## src/rtl/turn_sequencer_if.sv

```systemverilog
// Board-side bundle for the N-player dice turn sequencer: debounced inputs in, game status out.
// The slave modport is the sequencer's view; master is the board/display side.
interface turn_sequencer_if #(
  parameter int unsigned NUM_PLAYERS = 2,
  parameter int unsigned SCORE_W     = 7,
  parameter int unsigned DIE_W       = 3
);
  localparam int unsigned PW = $clog2(NUM_PLAYERS);

  logic                         power;
  logic                         roll_btn;
  logic [DIE_W-1:0]             die_value;
  logic [1:0]                   state;
  logic [PW-1:0]                cur_player;
  logic [NUM_PLAYERS*SCORE_W-1:0] scores;
  logic                         roll_ack;
  logic                         bad_roll;
  logic [PW-1:0]                winner;
  logic                         winner_valid;

  modport slave (
    input  power, roll_btn, die_value,
    output state, cur_player, scores, roll_ack, bad_roll, winner, winner_valid
  );

  modport master (
    output power, roll_btn, die_value,
    input  state, cur_player, scores, roll_ack, bad_roll, winner, winner_valid
  );
endinterface

```

## src/rtl/turn_sequencer.sv

```systemverilog
// N-player dice turn controller: press detect, die latch, per-player scoring, rotation and win.
// Optional macro EXTRA_ROLL_EN grants a bonus turn on a scored non-winning roll of 6.
module turn_sequencer #(
  parameter int unsigned NUM_PLAYERS = 2,
  parameter int unsigned SCORE_W     = 7,
  parameter int unsigned WIN_SCORE   = 50,
  parameter int unsigned DIE_W       = 3
) (
  input logic                clk,
  input logic                reset,
  turn_sequencer_if.slave    bus
);
  localparam int unsigned PW = $clog2(NUM_PLAYERS);
  localparam logic [DIE_W-1:0]   DieMax    = DIE_W'(6);
  localparam logic [SCORE_W:0]   WinThresh = (SCORE_W + 1)'(WIN_SCORE);
  localparam logic [PW-1:0]      LastPlayer = PW'(NUM_PLAYERS - 1);

  typedef enum logic [1:0] {
    StOff   = 2'b00,
    StTurn  = 2'b01,
    StScore = 2'b10,
    StDone  = 2'b11
  } state_e;

  state_e                                state_q, state_d;
  logic [PW-1:0]                         cur_q, cur_d;
  logic [NUM_PLAYERS-1:0][SCORE_W-1:0]   scores_q, scores_d;
  logic [DIE_W-1:0]                      roll_q, roll_d;
  logic                                  roll_prev_q;
  logic                                  ack_q, ack_d;
  logic                                  bad_q, bad_d;
  logic [PW-1:0]                         winner_q, winner_d;
  logic                                  winner_valid_q, winner_valid_d;

  logic                                  press;
  logic                                  die_ok;
  logic [SCORE_W:0]                      sum;
  logic [SCORE_W-1:0]                    sum_sat;

  assign press   = ~bus.roll_btn & roll_prev_q;
  assign die_ok  = (bus.die_value != '0) && (bus.die_value <= DieMax);
  assign sum     = {1'b0, scores_q[cur_q]} + (SCORE_W + 1)'(roll_q);
  assign sum_sat = sum[SCORE_W] ? '1 : sum[SCORE_W-1:0];

  always_comb begin
    state_d        = state_q;
    cur_d          = cur_q;
    scores_d       = scores_q;
    roll_d         = roll_q;
    ack_d          = 1'b0;
    bad_d          = 1'b0;
    winner_d       = winner_q;
    winner_valid_d = winner_valid_q;

    if (!bus.power) begin
      state_d = StOff;
    end else begin
      unique case (state_q)
        StOff: begin
          // Powering up starts a fresh game.
          state_d        = StTurn;
          scores_d       = '0;
          cur_d          = '0;
          winner_d       = '0;
          winner_valid_d = 1'b0;
        end
        StTurn: begin
          if (press) begin
            if (die_ok) begin
              roll_d  = bus.die_value;
              state_d = StScore;
            end else begin
              bad_d = 1'b1;
            end
          end
        end
        StScore: begin
          scores_d[cur_q] = sum_sat;
          ack_d           = 1'b1;
          if (sum >= WinThresh) begin
            state_d        = StDone;
            winner_d       = cur_q;
            winner_valid_d = 1'b1;
          end else begin
            state_d = StTurn;
`ifdef EXTRA_ROLL_EN
            if (roll_q != DieMax) begin
              cur_d = (cur_q == LastPlayer) ? '0 : cur_q + PW'(1);
            end
`else
            cur_d = (cur_q == LastPlayer) ? '0 : cur_q + PW'(1);
`endif
          end
        end
        StDone: begin
          state_d = StDone;
        end
        default: state_d = StOff;
      endcase
    end
  end

  always_ff @(posedge clk) begin
    if (reset) begin
      state_q        <= StOff;
      cur_q          <= '0;
      scores_q       <= '0;
      roll_q         <= '0;
      roll_prev_q    <= 1'b1;
      ack_q          <= 1'b0;
      bad_q          <= 1'b0;
      winner_q       <= '0;
      winner_valid_q <= 1'b0;
    end else begin
      state_q        <= state_d;
      cur_q          <= cur_d;
      scores_q       <= scores_d;
      roll_q         <= roll_d;
      roll_prev_q    <= bus.roll_btn;
      ack_q          <= ack_d;
      bad_q          <= bad_d;
      winner_q       <= winner_d;
      winner_valid_q <= winner_valid_d;
    end
  end

  assign bus.state        = state_q;
  assign bus.cur_player   = cur_q;
  assign bus.scores       = scores_q;
  assign bus.roll_ack     = ack_q;
  assign bus.bad_roll     = bad_q;
  assign bus.winner       = winner_q;
  assign bus.winner_valid = winner_valid_q;
endmodule

```

## src/flat_wrapper.sv

```systemverilog
// flat-port wrapper written by rule: the top's interface ports become plain ports
module turn_sequencer_flat 
#(
  parameter int unsigned NUM_PLAYERS = 2,
  parameter int unsigned SCORE_W     = 7,
  parameter int unsigned WIN_SCORE   = 50,
  parameter int unsigned DIE_W       = 3
)
  (clk, reset, bus_power, bus_roll_btn, bus_die_value, bus_state, bus_cur_player, bus_scores, bus_roll_ack, bus_bad_roll, bus_winner, bus_winner_valid);
  turn_sequencer_if #(.NUM_PLAYERS(NUM_PLAYERS), .SCORE_W(SCORE_W), .DIE_W(DIE_W)) bus_i ();
  input logic clk;
  input logic reset;
  input wire logic [$bits(bus_i.power)-1:0] bus_power;
  input wire logic [$bits(bus_i.roll_btn)-1:0] bus_roll_btn;
  input wire logic [$bits(bus_i.die_value)-1:0] bus_die_value;
  output wire logic [$bits(bus_i.state)-1:0] bus_state;
  output wire logic [$bits(bus_i.cur_player)-1:0] bus_cur_player;
  output wire logic [$bits(bus_i.scores)-1:0] bus_scores;
  output wire logic [$bits(bus_i.roll_ack)-1:0] bus_roll_ack;
  output wire logic [$bits(bus_i.bad_roll)-1:0] bus_bad_roll;
  output wire logic [$bits(bus_i.winner)-1:0] bus_winner;
  output wire logic [$bits(bus_i.winner_valid)-1:0] bus_winner_valid;
  assign bus_i.power = bus_power;
  assign bus_i.roll_btn = bus_roll_btn;
  assign bus_i.die_value = bus_die_value;
  assign bus_state = bus_i.state;
  assign bus_cur_player = bus_i.cur_player;
  assign bus_scores = bus_i.scores;
  assign bus_roll_ack = bus_i.roll_ack;
  assign bus_bad_roll = bus_i.bad_roll;
  assign bus_winner = bus_i.winner;
  assign bus_winner_valid = bus_i.winner_valid;
  turn_sequencer #(.NUM_PLAYERS(NUM_PLAYERS), .SCORE_W(SCORE_W), .WIN_SCORE(WIN_SCORE), .DIE_W(DIE_W)) u_core (.clk(clk), .reset(reset), .bus(bus_i));
endmodule
```

## config.mk

```make
export PLATFORM = sky130hd
export DESIGN_NAME = turn_sequencer_flat
export DESIGN_NICKNAME = d
export VERILOG_FILES = /design/src/rtl/turn_sequencer_if.sv /design/src/rtl/turn_sequencer.sv /design/src/flat_wrapper.sv
export SDC_FILE = /design/constraint.sdc
export NUM_CORES = 1
export LEC_CHECK = 0
export ABC_CLOCK_PERIOD_IN_PS = 3840
export BUFFER_PORTS_ARGS = -buffer_cell sky130_fd_sc_hd__buf_4
export CORE_UTILIZATION = 40
export DETAILED_ROUTE_END_ITERATION = 10
export PLACE_DENSITY = 0.67
export SYNTH_ARGS = -nofsm -noshare
export SYNTH_HDL_FRONTEND = slang
export SYNTH_SLANG_ARGS = --single-unit
```

## constraint.sdc

```tcl
create_clock -name clk -period 3.84 [get_ports clk]
set_input_delay 0.192 -clock clk [delete_from_list [all_inputs] [get_ports clk]]
set_output_delay 0.192 -clock clk [all_outputs]
set_load 0.05 [all_outputs]
```

==> results of run 1 <==
## metal layers
layer | global-route usage | up-vias | share of wire
li1 | - | 627 | -
met1 | 0.280 | 610 | 0.46
met2 | 0.342 | 36 | 0.49
met3 | 0.0216 | 2 | 0.041
met4 | 0.0399 | 0 | 0.0057
met5 | 0 | - | 0
## registers in the layout (all words and copies together), names as in the netlist
| register | count |
|---|---|
| u_core.bus.bad_roll | 1 |
| u_core.bus.cur_player | 1 |
| u_core.bus.roll_ack | 1 |
| u_core.bus.scores | 14 |
| u_core.bus.state | 2 |
| u_core.bus.winner | 1 |
| u_core.bus.winner_valid | 1 |
| u_core.roll_prev_q | 1 |
| u_core.roll_q | 3 |
## cells in the final DEF, fill, tap and decap left out, types with 2 or more instances in the layout
cell	netlist	final
a22oi_1	11	11
a21o_1	2	2
a2bb2oi_1	2	2
dfxtp_1	25	25
nor3_1	2	2
clkbuf_4	0	3
and3_1	2	2
o21ai_0	6	6
mux2_2	4	4
nand2_1	14	14
xnor2_1	2	2
nand3_1	5	5
inv_1	5	5
a21oi_1	11	11
nor2b_1	3	3
nand2b_1	4	4
buf_4	0	28
a211oi_1	5	5
mux2i_1	3	3
ha_1	3	3
nor2_1	20	20
or3_1	3	3
## critical path: stages, from the launching register on
cell and delay (ps):
dfxtp_1 520, mux2_2 220, ha_1 200, inv_1 70, fa_1 440, nor2b_1 300
or3_1 170, a21boi_1 60, a311o_1 430, or4_1 510, a31oi_1 180
## layout make-up
class                   instances  area (um2)  area share
flip-flops and latches         25         500       0.310
clock inverters                 1        5.00     0.00310
inverters                       5        18.8      0.0116
repair buffers                 28         210       0.130
multi-input cells             122         802       0.497
clock buffers                   3        22.5      0.0140
well taps                      44        55.1      0.0341
## final timing paths
check	slack [ps]	end	cells past startpoint
worst max-delay path	690	u_core.bus.cur_player$_SDFFE_PP0P_	10
worst min-delay path	70	u_core.roll_prev_q$_SDFF_PP1_	2
worst max register to register	690	u_core.bus.cur_player$_SDFFE_PP0P_	10
worst min register to register	470	u_core.bus.winner_valid$_SDFFE_PP0P_	2
## power by group
group          internal (mW)  total, mW  switching [mW]
clock                 0.0389      0.119          0.0803
sequential             0.261      0.263         0.00187
combinational         0.0107     0.0325          0.0218
total                  0.311      0.415           0.104
## kinds of logic after synthesis
group | after synthesis | synth area share
compound gates | 46 | 0.231
xor+xnor | 3 | 0.0194
fa+ha+maj | 4 | 0.0425
buf+inv | 12 | 0.0388
flops | 25 | 0.369
mux | 9 | 0.0831
simple gates | 60 | 0.216
==> metrics.cfg, run 1 <==
[route]
vias_per_cell=5.59
drc=0
finalWirelength_um=3310
wl_per_cell_um=14.5
vias=1275
dr.first_iter.drc_count=58
dr.pass1.iters=4
antenna_left=0

[critical_path]
start_kind=flip-flop
cp_max_fo=8
arrival_ps=3400
required_ps=4090
cp-startpoint=u_core.bus.cur_player$_SDFFE_PP0P_
r2r-start=u_core.bus.cur_player$_SDFFE_PP0P_
worstSetupPathType=flip-flop to flip-flop
endpoint_kind=flip-flop

[clocking]
cts.repair.resized=0
clk_pin_slew_worst_paths_ps=140
cts_hold_buf=0
cts-root-buf=clkbuf_4
clk_latency_ps=320
cts_buffers=3
clock_path_buffers=2
cts_tree=built
cts_setup_buffers=0
clock_sinks=25
htree_num_levels=1

[final_layout]
layout-drive-gt1-share=0.212
stdcell_area_mm2=0.00161
insertedDiodeCount=0
final_cells=228
area_growth_pct=19.1
fillCellCount=306
nets=196
final_util=0.516

[synth]
ys_seq_area_frac=0.369
synth-edff-count=0
synth_commonest_cells=dfxtp_1, nor2_1, nand2_1, a21oi_1, a22oi_1
post-synth-top-area-cell=dfxtp_1
syn_avg_cell_area_um2=8.52
synth_nets=170
async_flop_share=0
synth.most_common_cell=dfxtp_1
synth_cells=159
synth-seq-cells=25
synth.distinct_cells=43
synth_top_area_share=0.369
ys.flop_type=dfxtp_1
synth_warnings=0
synthTopCellsByArea=dfxtp_1, a22oi_1, nor2_1
syn_area_mm2=0.00136

[timing]
max_freq_mhz=317
tns_ps=0
slew_headroom=0.641
finalMaxSlewViolations=0
hold_viol=0
skew_ps=6.92
fin_crit_sh=0.820
finalCriticalPeriod_ps=3150
setup_ws_ps=690
whs_ps=66.6
setup_viol=0
rsz0062_at_grt=no
worstMarginPinSlew_ps=538

[floorplan]
initial_utilization=0.433
coreArea_mm2=0.00313
die_height_um=60.2
io_pins=28
die-area_mm2=0.00362
rows=20
die_w_um=60.2

[place]
gp_congestion=0.873
port_buffers=27
dp_hpwl_um=2510
pre_cts_slack_ps=751
placed_area_mm2=0.00159
place_inst=224

[grt]
first_global_vias=1183
grt_pass1_wl_um=5610
grt_antenna_before_repair=0
grtUsageTotal=0.204
grt-ovfl-total=0
grt_max_degree=25

[pwr]
p_per_area_mw_per_mm2=257
leakagePower_nw=0.613
p_total_mw=0.415
ir_drop_mv=0.129

[hold_path]
hp-class=input pin to flip-flop
hold_start=bus_roll_btn

[outcome]
run_status=finished clean

[flow_run]
cap_violations=0

(Power assumes the default switching activity.)
==> run 2, diff against run 1 <==
Settings changed: ABC_AREA from default to 1, ABC_CLOCK_PERIOD_IN_PS 3840 to 3100, PLACE_DENSITY 0.67 to 0.68.
Clock period 3.84 ns to 3.1 ns, I/O delays scaled along.
==> metrics.cfg, run 2 <==
[final_layout]
layout_commonest_cell=nand2_1
fillCellCount=351
layout-drive-gt1-share=0.229
final_cell_mix=nand2_1, buf_4, dfxtp_1
largest_register_ffs=14
area_growth_pct=20.6
insertedDiodeCount=0
nets=239
stdcell_area_mm2=0.00160

[grt]
first_global_vias=1206
grt_antenna_before_repair=0
grt-ovfl-total=0
grt_pass1_wl_um=5060
grtUsageTotal=0.192
grt_max_degree=21

[synth]
async_flop_share=0
synth_commonest_cells=nand2_1, dfxtp_1, inv_1, nor2_1, a21oi_1
synth.distinct_cells=26
synth-edff-count=0
post-synth-top-area-cell=dfxtp_1
ys.flop_type=dfxtp_1
synth_top_area_share=0.377
synth_warnings=0
ys_seq_area_frac=0.377
synth-seq-cells=25
synth_nets=209
syn_avg_cell_area_um2=6.71
syn_area_mm2=0.00133
synth.most_common_cell=nand2_1
synth_cells=198
synthTopCellsByArea=dfxtp_1, nand2_1, a21oi_1

[timing]
hold_viol=0
finalMaxSlewViolations=0
worstMarginPinSlew_ps=592
skew_ps=4.22
tns_ps=0
rsz0062_at_grt=no
fin_crit_sh=0.795
max_freq_mhz=406
slew_headroom=0.604
finalCriticalPeriod_ps=2460
setup_viol=0

[clocking]
clk_pin_slew_worst_paths_ps=140
htree_num_levels=1
clk_latency_ps=320
cts_tree=built
cts_setup_buffers=0
cts-root-buf=clkbuf_4
clock_sinks=25
cts_hold_buf=0
cts_buffers=3
clock_path_buffers=2
cts.repair.resized=0

[critical_path]
critPathMaxStageDelay_ps=500
r2r-end=u_core.bus.cur_player$_SDFFE_PP0P_
arrival_ps=2730
slowest_stage=dfxtp_1
crit_path_frequent_cell=nand2_1
required_ps=3370
critical_path.top_delay_family=simple AND/OR/NAND/NOR gates
crit_end=u_core.bus.cur_player$_SDFFE_PP0P_
worstRegToRegCells=17
start_kind=flip-flop
cp-startpoint=u_core.bus.cur_player$_SDFFE_PP0P_
cp_max_fo=8
worstSetupPathType=flip-flop to flip-flop
crit_buf_inv=2
worst-path-stages=17
r2r-start=u_core.bus.cur_player$_SDFFE_PP0P_
reg2reg_slack_ps=640
path_cells=inv_6, or2_2, o21ai_0, inv_1, ha_1, nand2_1, nand2_1, nand2_1, nor2_2, nor2_1, nor2_1, nand2_1, nand2_2, nand2_2, nand2_1, nand2_1, a21oi_2
endpoint_kind=flip-flop

[floorplan]
coreArea_mm2=0.00310
die_height_um=59.6
die_w_um=59.6
initial_utilization=0.428
io_pins=28
rows=20
die-area_mm2=0.00356

[route]
antenna_left=0
vias=1281
drc=0
wl_per_cell_um=10.8
vias_per_cell=4.73
dr.pass1.iters=4
finalWirelength_um=2930
dr.first_iter.drc_count=56

[pwr]
p_per_area_mw_per_mm2=322
leakagePower_nw=0.740
ir_drop_mv=0.149

[place]
placed_area_mm2=0.00158
dp_hpwl_um=2240
gp_congestion=0.914
port_buffers=27

[hold_path]
hp-class=input pin to flip-flop

[flow_run]
cap_violations=0

[outcome]
run_status=finished clean

[run 2: cell types whose count changed in the layout (fill, tap and decap cells not counted), sizes merged, moves of 3 or more]
cell and delta:
nor2b -3, mux2i -4, a22oi -11, or2 +3, o21ai +3, a211oi -5
a21oi +9, or3 -3, mux2 -5, inv +19, nand2 +63, nand2b -4
[run 2: through the flow]
stage,util,cells,setup WS [ps],total power [mW],hold slack (ps)
2_1_floorplan,-,198,509,0.359,259
4_1_cts,0.517,271,639,0.521,8.09
3_3_place_gp,0.508,267,734,0.374,351
3_5_place_dp,0.508,267,665,0.374,359
6_report,0.517,271,636,0.516,15.2
5_1_grt,0.517,271,341,0.542,7.43
[run 2: worst min path at each step]
| stage | to | startpoint | depth (start not counted) |
|---|---|---|---|
| 2_1_floorplan | u_core.roll_prev_q$_SDFF_PP1_ | bus_roll_btn | 1 |
| 6_report | u_core.roll_prev_q$_SDFF_PP1_ | bus_roll_btn | 2 |
| 3_3_place_gp | u_core.roll_prev_q$_SDFF_PP1_ | bus_roll_btn | 2 |
| 5_1_grt | u_core.roll_prev_q$_SDFF_PP1_ | bus_roll_btn | 2 |
| 3_5_place_dp | u_core.roll_prev_q$_SDFF_PP1_ | bus_roll_btn | 2 |
| 4_1_cts | u_core.roll_prev_q$_SDFF_PP1_ | bus_roll_btn | 2 |
[run 2: worst reg2reg max path: cells and delay by family (launching register included)]
kind	cells	cell delay (ps)
DFF	1	500
adders and majority gates	1	300
buffers and inverters	2	200
and+or+nand+nor	12	1180
AOI/OAI and AO/OA	2	260
[run 2: cell families (layout without fill, tap and decap cells)]
logic type	Yosys count	count (layout)	synth area share
flip-flops	25	25	0.377
adder cells (fa/ha/maj)	4	4	0.0433
buffers and inverters	27	56	0.0857
AND/OR/NAND/NOR	112	112	0.370
AO/OA/AOI/OAI	29	29	0.118
XOR/XNOR	1	1	0.00659
[run 2: layout make-up]
cell class | instances | area [um2] | share of cell area
multi-input cells | 146 | 714 | 0.446
flip-flops and latches | 25 | 500 | 0.312
repair buffers | 28 | 210 | 0.131
inverters | 24 | 95.1 | 0.0593
well taps | 44 | 55.1 | 0.0343
clock buffers | 3 | 22.5 | 0.0141
clock inverters | 1 | 5.00 | 0.00312
[run 2: routing by layer]
layer | track usage | part of all wire | up-vias
met4 | 0.0864 | 0.017 | 0
met2 | 0.324 | 0.46 | 40
met3 | 0.0393 | 0.051 | 7
met1 | 0.234 | 0.47 | 564
li1 | - | - | 670
met5 | 0 | 0 | -
[run 2: power breakdown]
group | switching [mW] | internal (mW)
clock network | 0.101 | 0.0484
registers | 0.00215 | 0.324
logic | 0.0268 | 0.0135
